$ cat src/rtl/change_dispenser.sv
// change_dispenser: greedy coin-return engine. Breaks a requested amount
// into dollars, quarters, dimes and nickels, fires one hopper at a time,
// waits for the drop sensor and tracks per-denomination inventory.
// Optional feature macro: CHANGE_DISPENSER_DOLLAR_EN enables the dollar
// hopper (index 3); without it the dollar hopper is never loaded or fired.
module change_dispenser #(
   parameter int AMT_W   = 8,
   parameter int INV_W   = 8,
   parameter int TIMEOUT = 1023
) (
   input  logic             clk,
   input  logic             reset,
   input  logic             i_req_valid,
   input  logic [AMT_W-1:0] i_req_amount,
   output logic             o_req_ready,
   output logic [3:0]       o_hop_fire,
   input  logic             i_hop_ack,
   output logic [2:0]       o_change,
   output logic             o_change_valid,
   output logic             o_done,
   output logic             o_short,
   output logic [AMT_W-1:0] o_remaining,
   output logic             o_fault,
   input  logic             i_inv_load,
   input  logic [1:0]       i_inv_sel,
   input  logic [INV_W-1:0] i_inv_count,
   output logic [INV_W-1:0] o_inv_rd
);

   localparam int TMR_W = $clog2(TIMEOUT + 1);

`ifdef CHANGE_DISPENSER_DOLLAR_EN
   localparam logic DOLLAR_EN = 1'b1;
`else
   localparam logic DOLLAR_EN = 1'b0;
`endif

   // dollar drive bit is forced low when the dollar hopper is absent
   localparam logic [3:0] FIRE_MASK = {DOLLAR_EN, 3'b111};

   typedef enum logic [1:0] {
      IDLE     = 2'd0,
      SELECT   = 2'd1,
      WAIT_ACK = 2'd2,
      DONE     = 2'd3
   } state_t;

   state_t                  r_state;
   state_t                  w_state_nxt;
   logic [AMT_W-1:0]        r_rem;
   logic [3:0][INV_W-1:0]   r_inv;
   logic [1:0]              r_coin;
   logic [TMR_W-1:0]        r_tmr;
   logic [3:0]              r_hop_fire;
   logic [2:0]              r_change;
   logic                    r_change_valid;
   logic                    r_done;
   logic                    r_short;
   logic [AMT_W-1:0]        r_remaining;
   logic                    r_fault;

   logic [3:0]              w_coin_ok;
   logic                    w_found;
   logic [1:0]              w_pick;
   logic                    w_ack;
   logic                    w_expire;

   // coin value in cents by hopper index
   function automatic logic [AMT_W-1:0] coin_val(input logic [1:0] idx);
      case (idx)
         2'd0:    coin_val = AMT_W'(5);
         2'd1:    coin_val = AMT_W'(10);
         2'd2:    coin_val = AMT_W'(25);
         default: coin_val = AMT_W'(100);
      endcase
   endfunction

   // a coin is eligible when it fits in the remainder and its hopper is stocked
   for (genvar g = 0; g < 4; g++) begin : g_coin
      assign w_coin_ok[g] = (r_inv[g] != '0) && (r_rem >= coin_val(2'(g))) &&
                            ((g != 3) || DOLLAR_EN);
   end

   // greedy pick: ascending scan so the largest eligible coin wins
   always_comb begin
      w_found = 1'b0;
      w_pick  = 2'd0;
      for (int i = 0; i < 4; i++) begin
         if (w_coin_ok[i]) begin
            w_found = 1'b1;
            w_pick  = 2'(i);
         end
      end
   end

   // ack beats expiry on the same cycle
   assign w_ack    = (r_state == WAIT_ACK) && i_hop_ack;
   assign w_expire = (r_state == WAIT_ACK) && !i_hop_ack &&
                     (r_tmr == TMR_W'(TIMEOUT - 1));

   // state register
   always_ff @(posedge clk) begin
      if (reset) r_state <= IDLE;
      else       r_state <= w_state_nxt;
   end

   // next-state logic
   always_comb begin
      w_state_nxt = r_state;
      case (r_state)
         IDLE:     if (i_req_valid) w_state_nxt = SELECT;
         SELECT:   w_state_nxt = w_found ? WAIT_ACK : DONE;
         WAIT_ACK: if (w_ack || w_expire) w_state_nxt = SELECT;
         DONE:     w_state_nxt = IDLE;
         default:  w_state_nxt = IDLE;
      endcase
   end

   // datapath: remainder, inventory, hopper drive, timer and registered outputs
   always_ff @(posedge clk) begin
      if (reset) begin
         r_rem          <= '0;
         r_inv          <= '0;
         r_coin         <= 2'd0;
         r_tmr          <= '0;
         r_hop_fire     <= 4'd0;
         r_change       <= 3'd0;
         r_change_valid <= 1'b0;
         r_done         <= 1'b0;
         r_short        <= 1'b0;
         r_remaining    <= '0;
         r_fault        <= 1'b0;
      end else begin
         r_change       <= 3'd0;
         r_change_valid <= 1'b0;
         r_done         <= 1'b0;
         case (r_state)
            IDLE: begin
               if (i_req_valid) r_rem <= i_req_amount;
               if (i_inv_load && ((i_inv_sel != 2'd3) || DOLLAR_EN))
                  r_inv[i_inv_sel] <= i_inv_count;
            end
            SELECT: begin
               r_tmr <= '0;
               if (w_found) begin
                  r_coin     <= w_pick;
                  r_hop_fire <= 4'b0001 << w_pick;
               end else begin
                  r_done      <= 1'b1;
                  r_short     <= (r_rem != '0);
                  r_remaining <= r_rem;
               end
            end
            WAIT_ACK: begin
               if (w_ack) begin
                  r_hop_fire     <= 4'd0;
                  r_rem          <= r_rem - coin_val(r_coin);
                  r_inv[r_coin]  <= r_inv[r_coin] - INV_W'(1);
                  r_change_valid <= 1'b1;
                  r_change       <= {1'b0, r_coin} + 3'd1;
               end else if (w_expire) begin
                  // jammed or empty hopper: retire it and fall back to smaller coins
                  r_hop_fire    <= 4'd0;
                  r_inv[r_coin] <= '0;
                  r_fault       <= 1'b1;
               end else begin
                  r_tmr <= r_tmr + TMR_W'(1);
               end
            end
            default: ;
         endcase
      end
   end

   assign o_req_ready    = (r_state == IDLE);
   assign o_hop_fire     = r_hop_fire & FIRE_MASK;
   assign o_change       = r_change;
   assign o_change_valid = r_change_valid;
   assign o_done         = r_done;
   assign o_short        = r_short;
   assign o_remaining    = r_remaining;
   assign o_fault        = r_fault;
   assign o_inv_rd       = ((i_inv_sel == 2'd3) && !DOLLAR_EN) ? '0 : r_inv[i_inv_sel];

endmodule

$ cat config.mk
export PLATFORM = sky130hd
export DESIGN_NAME = change_dispenser
export DESIGN_NICKNAME = d
export VERILOG_FILES = /design/src/rtl/change_dispenser.sv
export SDC_FILE = /design/constraint.sdc
export NUM_CORES = 1
export LEC_CHECK = 0
export ABC_AREA = 0
export BUFFER_PORTS_ARGS = -buffer_cell sky130_fd_sc_hd__buf_4
export CAP_MARGIN = 5
export CELL_PAD_IN_SITES_DETAIL_PLACEMENT = 0
export CELL_PAD_IN_SITES_GLOBAL_PLACEMENT = 1
export CORE_ASPECT_RATIO = 0.8
export CORE_MARGIN = 8
export CORE_UTILIZATION = 44
export CTS_CLUSTER_SIZE = 12
export DETAILED_ROUTE_END_ITERATION = 10
export PLACE_DENSITY_LB_ADDON = 0.1
export SLEW_MARGIN = 20
export SYNTH_ARGS = -nofsm -noshare
export SYNTH_HDL_FRONTEND = slang
export SYNTH_SLANG_ARGS = --single-unit
$ cat constraint.sdc
create_clock -name clk -period 3.5 [get_ports clk]
set_input_delay 0.175 -clock clk [delete_from_list [all_inputs] [get_ports clk]]
set_output_delay 0.175 -clock clk [all_outputs]
set_load 0.03 [all_outputs]
==> run_results.csv, run 1 <==
group,metric,value,unit
place,numPortBuffers,49,
logic_synthesis,synth_fp_nets,524,
route,routedWlPerCell,19.6,um
logic_synthesis,yosysSeqAreaShare,0.350,
die,die_w,124,um
timing,tightest_slew,0.956,ns
setup_path,worst_setup_path_start_kind,"flip-flop",
timing,rsz0062_at_grt,"no",
clock_tree,numCtsBuffers,9,
die,dieArea,12700,um2
setup_path,reg2reg_slack,0.73,ns
route,drc_errors,0,
clock_tree,h-tree-depth,3,
timing,drv_slew,0,
setup_path,rr_endpoint,"r_rem[6]",
logic_synthesis,syn-instance-count,486,
logic_synthesis,synth_cell_types,59,
run,cap_viol_max_count,0,
grt,grt-ovfl-total,0,
clock_tree,root_buffer,"clkbuf_16",
setup_path,critPathRequiredTime,3.70,ns
clock_tree,post_cts_buffers,0,
grt,gr-usage-all-layers,0.209,
setup_path,cp.arrival,2.97,ns
hold_path,min_from,"i_req_amount[3]",
power_and_ir_drop,power.density,523,nW/um2
layout,fin_cells,647,
route,drtIter0Drc,485,
clock_tree,postCtsResizedCells,0,
clock_tree,cts.sinks,72,
clock_tree,cts.path.max_buffers,2,
power_and_ir_drop,comb_power_share,0.231,
power_and_ir_drop,pwr-share-seq,0.357,
timing,fin_tns_setup,0,ns
die,die_h,103,um
power_and_ir_drop,p_switching,0.000786,W
route,drtAntennaViolNets,0,
setup_path,critPathKind,"flip-flop to flip-flop",
route,wl,12.7,mm
route,avgViaCountPerCell,5.99,
die,start_util,0.454,
run_status,status,"completed",
power_and_ir_drop,p_clk_frac,0.412,
setup_path,worstRegToRegCells,10,
die,core_area,9080,um2
route,dr.pass1.iters,5,
layout,diodes,0,
timing,hold_viol_final,0,
logic_synthesis,avgSynthCellArea,8.47,um2
place,place_hpwl,9.06,mm
logic_synthesis,synth_edf_count,0,
setup_path,r2r-start,"r_coin[1]",
grt,grt_max_degree,62,
logic_synthesis,ys_seq_elements,72,
setup_path,critPathCaptureType,"flip-flop",
die,ios,51,
power_and_ir_drop,ir_worst_vdd,0.285,mV
layout,fin_nets,566,
setup_path,path_max_fanout,8,
power_and_ir_drop,p_int,0.00179,W
timing,setup_viol,0,
clock_tree,postCtsHoldBufs,0,
power_and_ir_drop,switching_share,0.306,
die,placementRows,31,
hold_path,whs_path_depth,3,
logic_synthesis,async_flop_share,0,
timing,fin_crit,2.77,ns
grt,antenna_found_initial,0,
timing,max_freq,360,MHz
logic_synthesis,ys.flop_type,"dfxtp_1",
clock_tree,clk_pin_slew,0.06,ns
timing,relSlewSlack,0.358,
power_and_ir_drop,leakage,1.88,nW
logic_synthesis,yosys_warnings,0,
route,num_vias,3875,
hold_path,hold_path_end,"r_rem[3]",
timing,fin_hold_ws,0.104,ns
grt,grt_pass1_wl,20.4,mm
place,place_congestion,0.920,
layout,drive_above_1_share,0.165,
grt,grt_pass1_vias,3685,
timing,period_share,0.793,
clock_tree,cts_tree,"done",
clock_tree,clock_latency,0.34,ns
layout,area_growth,19.4,%
place,dpl.cell_count,632,
hold_path,hp-class,"primary input to flip-flop",
logic_synthesis,netlist_area,4120,um2
timing,fin_skew,0.00712,ns
-- kinds of logic (layout without fill, tap and decap cells) --
group	Yosys count	after routing	share of synthesized area
multiplexers	27	27	0.0948
AO/OA/AOI/OAI	125	125	0.208
AND/OR/NAND/NOR	189	189	0.221
adder cells (fa/ha/maj)	15	15	0.0474
other	1	1	0.000911
XOR/XNOR	14	14	0.0334
buffers and inverters	43	89	0.0441
flip-flops	72	72	0.350
-- sequential cells by signal, indices dropped and copies added (netlist names) --
name and count:
o_remaining 8, r_state 2, o_change_valid 1, r_coin 2
o_change 3, r_inv 32, o_fault 1, r_rem 8
o_done 1, r_tmr 10, o_short 1, r_hop_fire 3
-- power groups by stage --
stage / clock network [W] / registers [W] / logic (W)
floorplan: 0 / 0.000937 / 0.000406
global placement: 0 / 0.000935 / 0.000583
detailed placement: 0 / 0.000936 / 0.000587
CTS: 0.00106 / 0.000918 / 0.000591
global route: 0.00110 / 0.000925 / 0.000650
finish: 0.00106 / 0.000919 / 0.000594
-- metal layers --
metal  part of all wire  GRT usage
met3              0.083     0.0427
met5                  0          0
met4              0.012     0.0712
met1               0.48      0.307
met2               0.42      0.292
-- worst max-delay path by stage --
| stage | from | to | slack [ns] | depth (start not counted) |
|---|---|---|---|---|
| 6_report | r_coin[1] | r_rem[6] | 0.73 | 10 |
| 5_1_grt | r_coin[1] | r_rem[6] | 0.38 | 10 |
| 3_5_place_dp | r_coin[1] | r_rem[6] | 0.74 | 10 |
| 3_3_place_gp | r_coin[0] | r_rem[6] | 0.86 | 10 |
| 4_1_cts | r_coin[0] | r_rem[6] | 0.72 | 10 |
| 2_1_floorplan | r_coin[1] | r_rem[6] | 1.02 | 11 |
-- layout make-up --
cell class / count / area (um2)
clock inverters: 6 / 109
clock buffers: 9 / 225
flip-flops and latches: 72 / 1440
well taps: 115 / 144
fillers: 891 / 4160
repair buffers: 60 / 450
inverters: 14 / 52.6
multi-input cells: 371 / 2490
-- metrics by stage --
step | worst slack (ns) | power (W) | instance area, um2 | util
after floorplan | 1.02 | 0.00134 | 4120 | -
after detailed placement | 0.735 | 0.00152 | 4580 | 0.505
after global placement | 0.859 | 0.00152 | 4580 | 0.505
after CTS | 0.716 | 0.00257 | 4920 | 0.542
after global routing | 0.379 | 0.00268 | 4920 | 0.542
final | 0.726 | 0.00257 | 4920 | 0.542
-- critical path, cell delays in order (launching register included) --
cell	delay, ns
dfxtp_1	0.41
inv_1	0.13
ha_1	0.29
inv_1	0.18
fa_1	0.46
a21o_1	0.17
a21o_1	0.19
a21oi_1	0.18
mux2i_1	0.10
a2111oi_0	0.38
a211oi_1	0.13
-- placed cells by master (no fill, tap or decap), types with 7 or more instances in the layout --
master,n
dfxtp_1,72
nor2_1,71
buf_4,60
a21oi_1,38
nand2_1,37
nor3_1,23
mux2i_1,18
o21ai_0,18
inv_1,14
ha_1,14
a222oi_1,12
nand3_1,11
a22o_1,11
clkbuf_16,9
a22oi_1,8
nor4_1,7
a211oi_1,7
-- cell usage after synthesis (6+ instances only) --
cell | n | share of area
dfxtp_1 | 72 | 0.35
nor2_1 | 71 | 0.065
a21oi_1 | 38 | 0.046
nand2_1 | 37 | 0.034
nor3_1 | 23 | 0.028
clkbuf_1 | 18 | 0.016
mux2i_1 | 18 | 0.044
o21ai_0 | 18 | 0.022
ha_1 | 14 | 0.043
inv_1 | 14 | 0.013
a222oi_1 | 12 | 0.029
a22o_1 | 11 | 0.023
nand3_1 | 11 | 0.013
a22oi_1 | 8 | 0.015
a211oi_1 | 7 | 0.013
buf_2 | 7 | 0.0085
nor4_1 | 7 | 0.011
xnor2_1 | 6 | 0.013
xor2_1 | 6 | 0.013
Power figures use the tool's default switching activity.
==> run 2: changes to the inputs <==
CORE_UTILIZATION = 40   (was 44)
clock period = 2.3 ns   (was 3.5 ns; I/O delays follow)
==> run 2 against run 1 <==
Compared with the run above: worst setup slack worse by 0.64 ns; wire length up 4.1%; register-to-register slack worse by 0.64 ns; critical endpoint is now r_inv[22].
==> run_results.csv, run 2 (synthesized netlist as in run 1, its figures left out) <==
group,metric,value,unit
timing,relSlewSlack,0.594,
place,dpl_cell_area,4930,um2
clock_tree,h-tree-depth,3,
die,die_h,107,um
setup_path,critPathCaptureType,"flip-flop",
grt,grt_max_degree,34,
clock_tree,postCtsHoldBufs,0,
setup_path,cpPeakStageDelay,0.56,ns
route,wl,13.2,mm
layout,ff_latch_area,1450,um2
power_and_ir_drop,ir_worst_vdd,0.480,mV
route,drtIter0Drc,375,
timing,tightest_slew,0.608,ns
power_and_ir_drop,leakage,2.07,nW
timing,period_share,0.963,
setup_path,critPathRequiredTime,2.51,ns
layout,final_common_cell,"buf_4",
setup_path,reg2reg_slack,0.08,ns
setup_path,worst_setup_path_start_kind,"flip-flop",
die,ios,51,
clock_tree,cts_tree,"done",
timing,max_freq,451,MHz
clock_tree,numCtsBuffers,9,
die,die_w,129,um
layout,multiInputGateArea,2590,um2
clock_tree,root_buffer,"clkbuf_16",
route,routedWlPerCell,18.6,um
timing,fin_crit,2.22,ns
layout,area_growth,30.1,%
layout,fin_area,5360,um2
timing,setup_viol,0,
clock_tree,clock_latency,0.34,ns
setup_path,cp.arrival,2.43,ns
setup_path,cp_slowest_cell,"mux4_2",
place,numPortBuffers,49,
grt,antenna_found_initial,0,
route,drc_errors,0,
clock_tree,cts.path.max_buffers,2,
setup_path,cp_top_family,"multiplexers",
timing,drv_slew,0,
place,place_hpwl,9.75,mm
setup_path,critPathKind,"flip-flop to flip-flop",
layout,regMostFlops,"r_inv",
layout,largest_register_ffs,32,
grt,grt_pass1_vias,3832,
place,place_congestion,0.890,
grt,grt-ovfl-total,0,
clock_tree,cts.sinks,72,
setup_path,critPathBufInv,1,
die,core_area,10100,um2
layout,fillers,971,
die,dieArea,13800,um2
die,start_util,0.407,
route,drtAntennaViolNets,0,
layout,diodes,0,
timing,fin_skew,0.00948,ns
layout,fin_nets,603,
place,dpl.cell_count,693,
grt,gr-usage-all-layers,0.197,
timing,hold_viol_final,0,
route,num_vias,4064,
clock_tree,clk_pin_slew,0.07,ns
layout,post-route-util,0.530,
layout,drive_above_1_share,0.261,
power_and_ir_drop,power.density,759,nW/um2
route,avgViaCountPerCell,5.72,
setup_path,path_cells,"buf_12 -> mux4_2 -> nor3_4 -> nand3b_1 -> xnor2_2 -> a222oi_1 -> nor3_1",
route,dr.pass1.iters,6,
timing,rsz0062_at_grt,"yes",
die,placementRows,33,
layout,largestRegisters,"r_inv x32, r_tmr x10",
hold_path,hp-class,"primary input to flip-flop",
grt,grt_pass1_wl,21.2,mm
setup_path,path_max_fanout,11,
layout,final_cell_mix,"buf_4, dfxtp_1, nor2_1",
run_status,status,"completed",
run,cap_viol_max_count,0,
layout,fin_cells,710,
[run 2: worst register-to-register path: cells and delay by family (launching register included)]
kind                   cells  cell delay, ns
buffers and inverters      1            0.15
flip-flops                 1            0.38
XOR/XNOR                   1            0.18
AO/OA/AOI/OAI              1            0.33
multiplexers               1            0.56
AND/OR/NAND/NOR            3            0.49
[run 2: cell type report]
class | instances | share of cell area
timing repair buffer | 97 | 0.138
clock inverter | 7 | 0.0222
multi-input combinational | 371 | 0.484
clock buffer | 9 | 0.0420
tap | 140 | 0.0327
sequential | 72 | 0.270
inverter | 14 | 0.0107
[run 2: timing repair]
item / CTS / global route
pin swaps: 0 / 5
endpoints found under the setup margin: 8 / 30
cloned: 0 / 0
resized for setup: 2 / 23
buffers inserted: 0 / 1
[run 2: through the flow]
stage | hold slack [ns] | worst slack, ns | power (W) | TNS, ns
after floorplan | 0.274 | 0.00131 | 0.00205 | 0
after global placement | 0.399 | 0.0292 | 0.00241 | 0
after detailed placement | 0.407 | 0.00872 | 0.00241 | 0
after CTS | 0.0521 | 0.0230 | 0.00406 | 0
after global routing | 0.0631 | -0.0557 | 0.00426 | -0.0784
final | 0.0544 | 0.0848 | 0.00406 | 0
[run 2: power breakdown]
part           internal, W  total (W)  leakage, nW  switching [W]
Combinational     0.000448    0.00104         1.32       0.000589
Clock              0.00106    0.00163        0.162       0.000572
Sequential         0.00131    0.00139        0.585      0.0000836
[run 2: final timing paths]
check / end / from / cells after the start
worst min-delay path: r_rem[3] / i_req_amount[3] / 3
worst max register to register: r_inv[22] / r_coin[1] / 7
worst min register to register: r_hop_fire[1] / r_hop_fire[1] / 2
worst max-delay path: r_inv[22] / r_coin[1] / 7
[run 2: routing by layer]
layer / global-route usage / part of all wire / wire length, um
met1: 0.281 / 0.49 / 6520
met2: 0.284 / 0.42 / 5510
met3: 0.0531 / 0.076 / 1000
met4: 0.0529 / 0.014 / 183
met5: 0 / 0 / 0
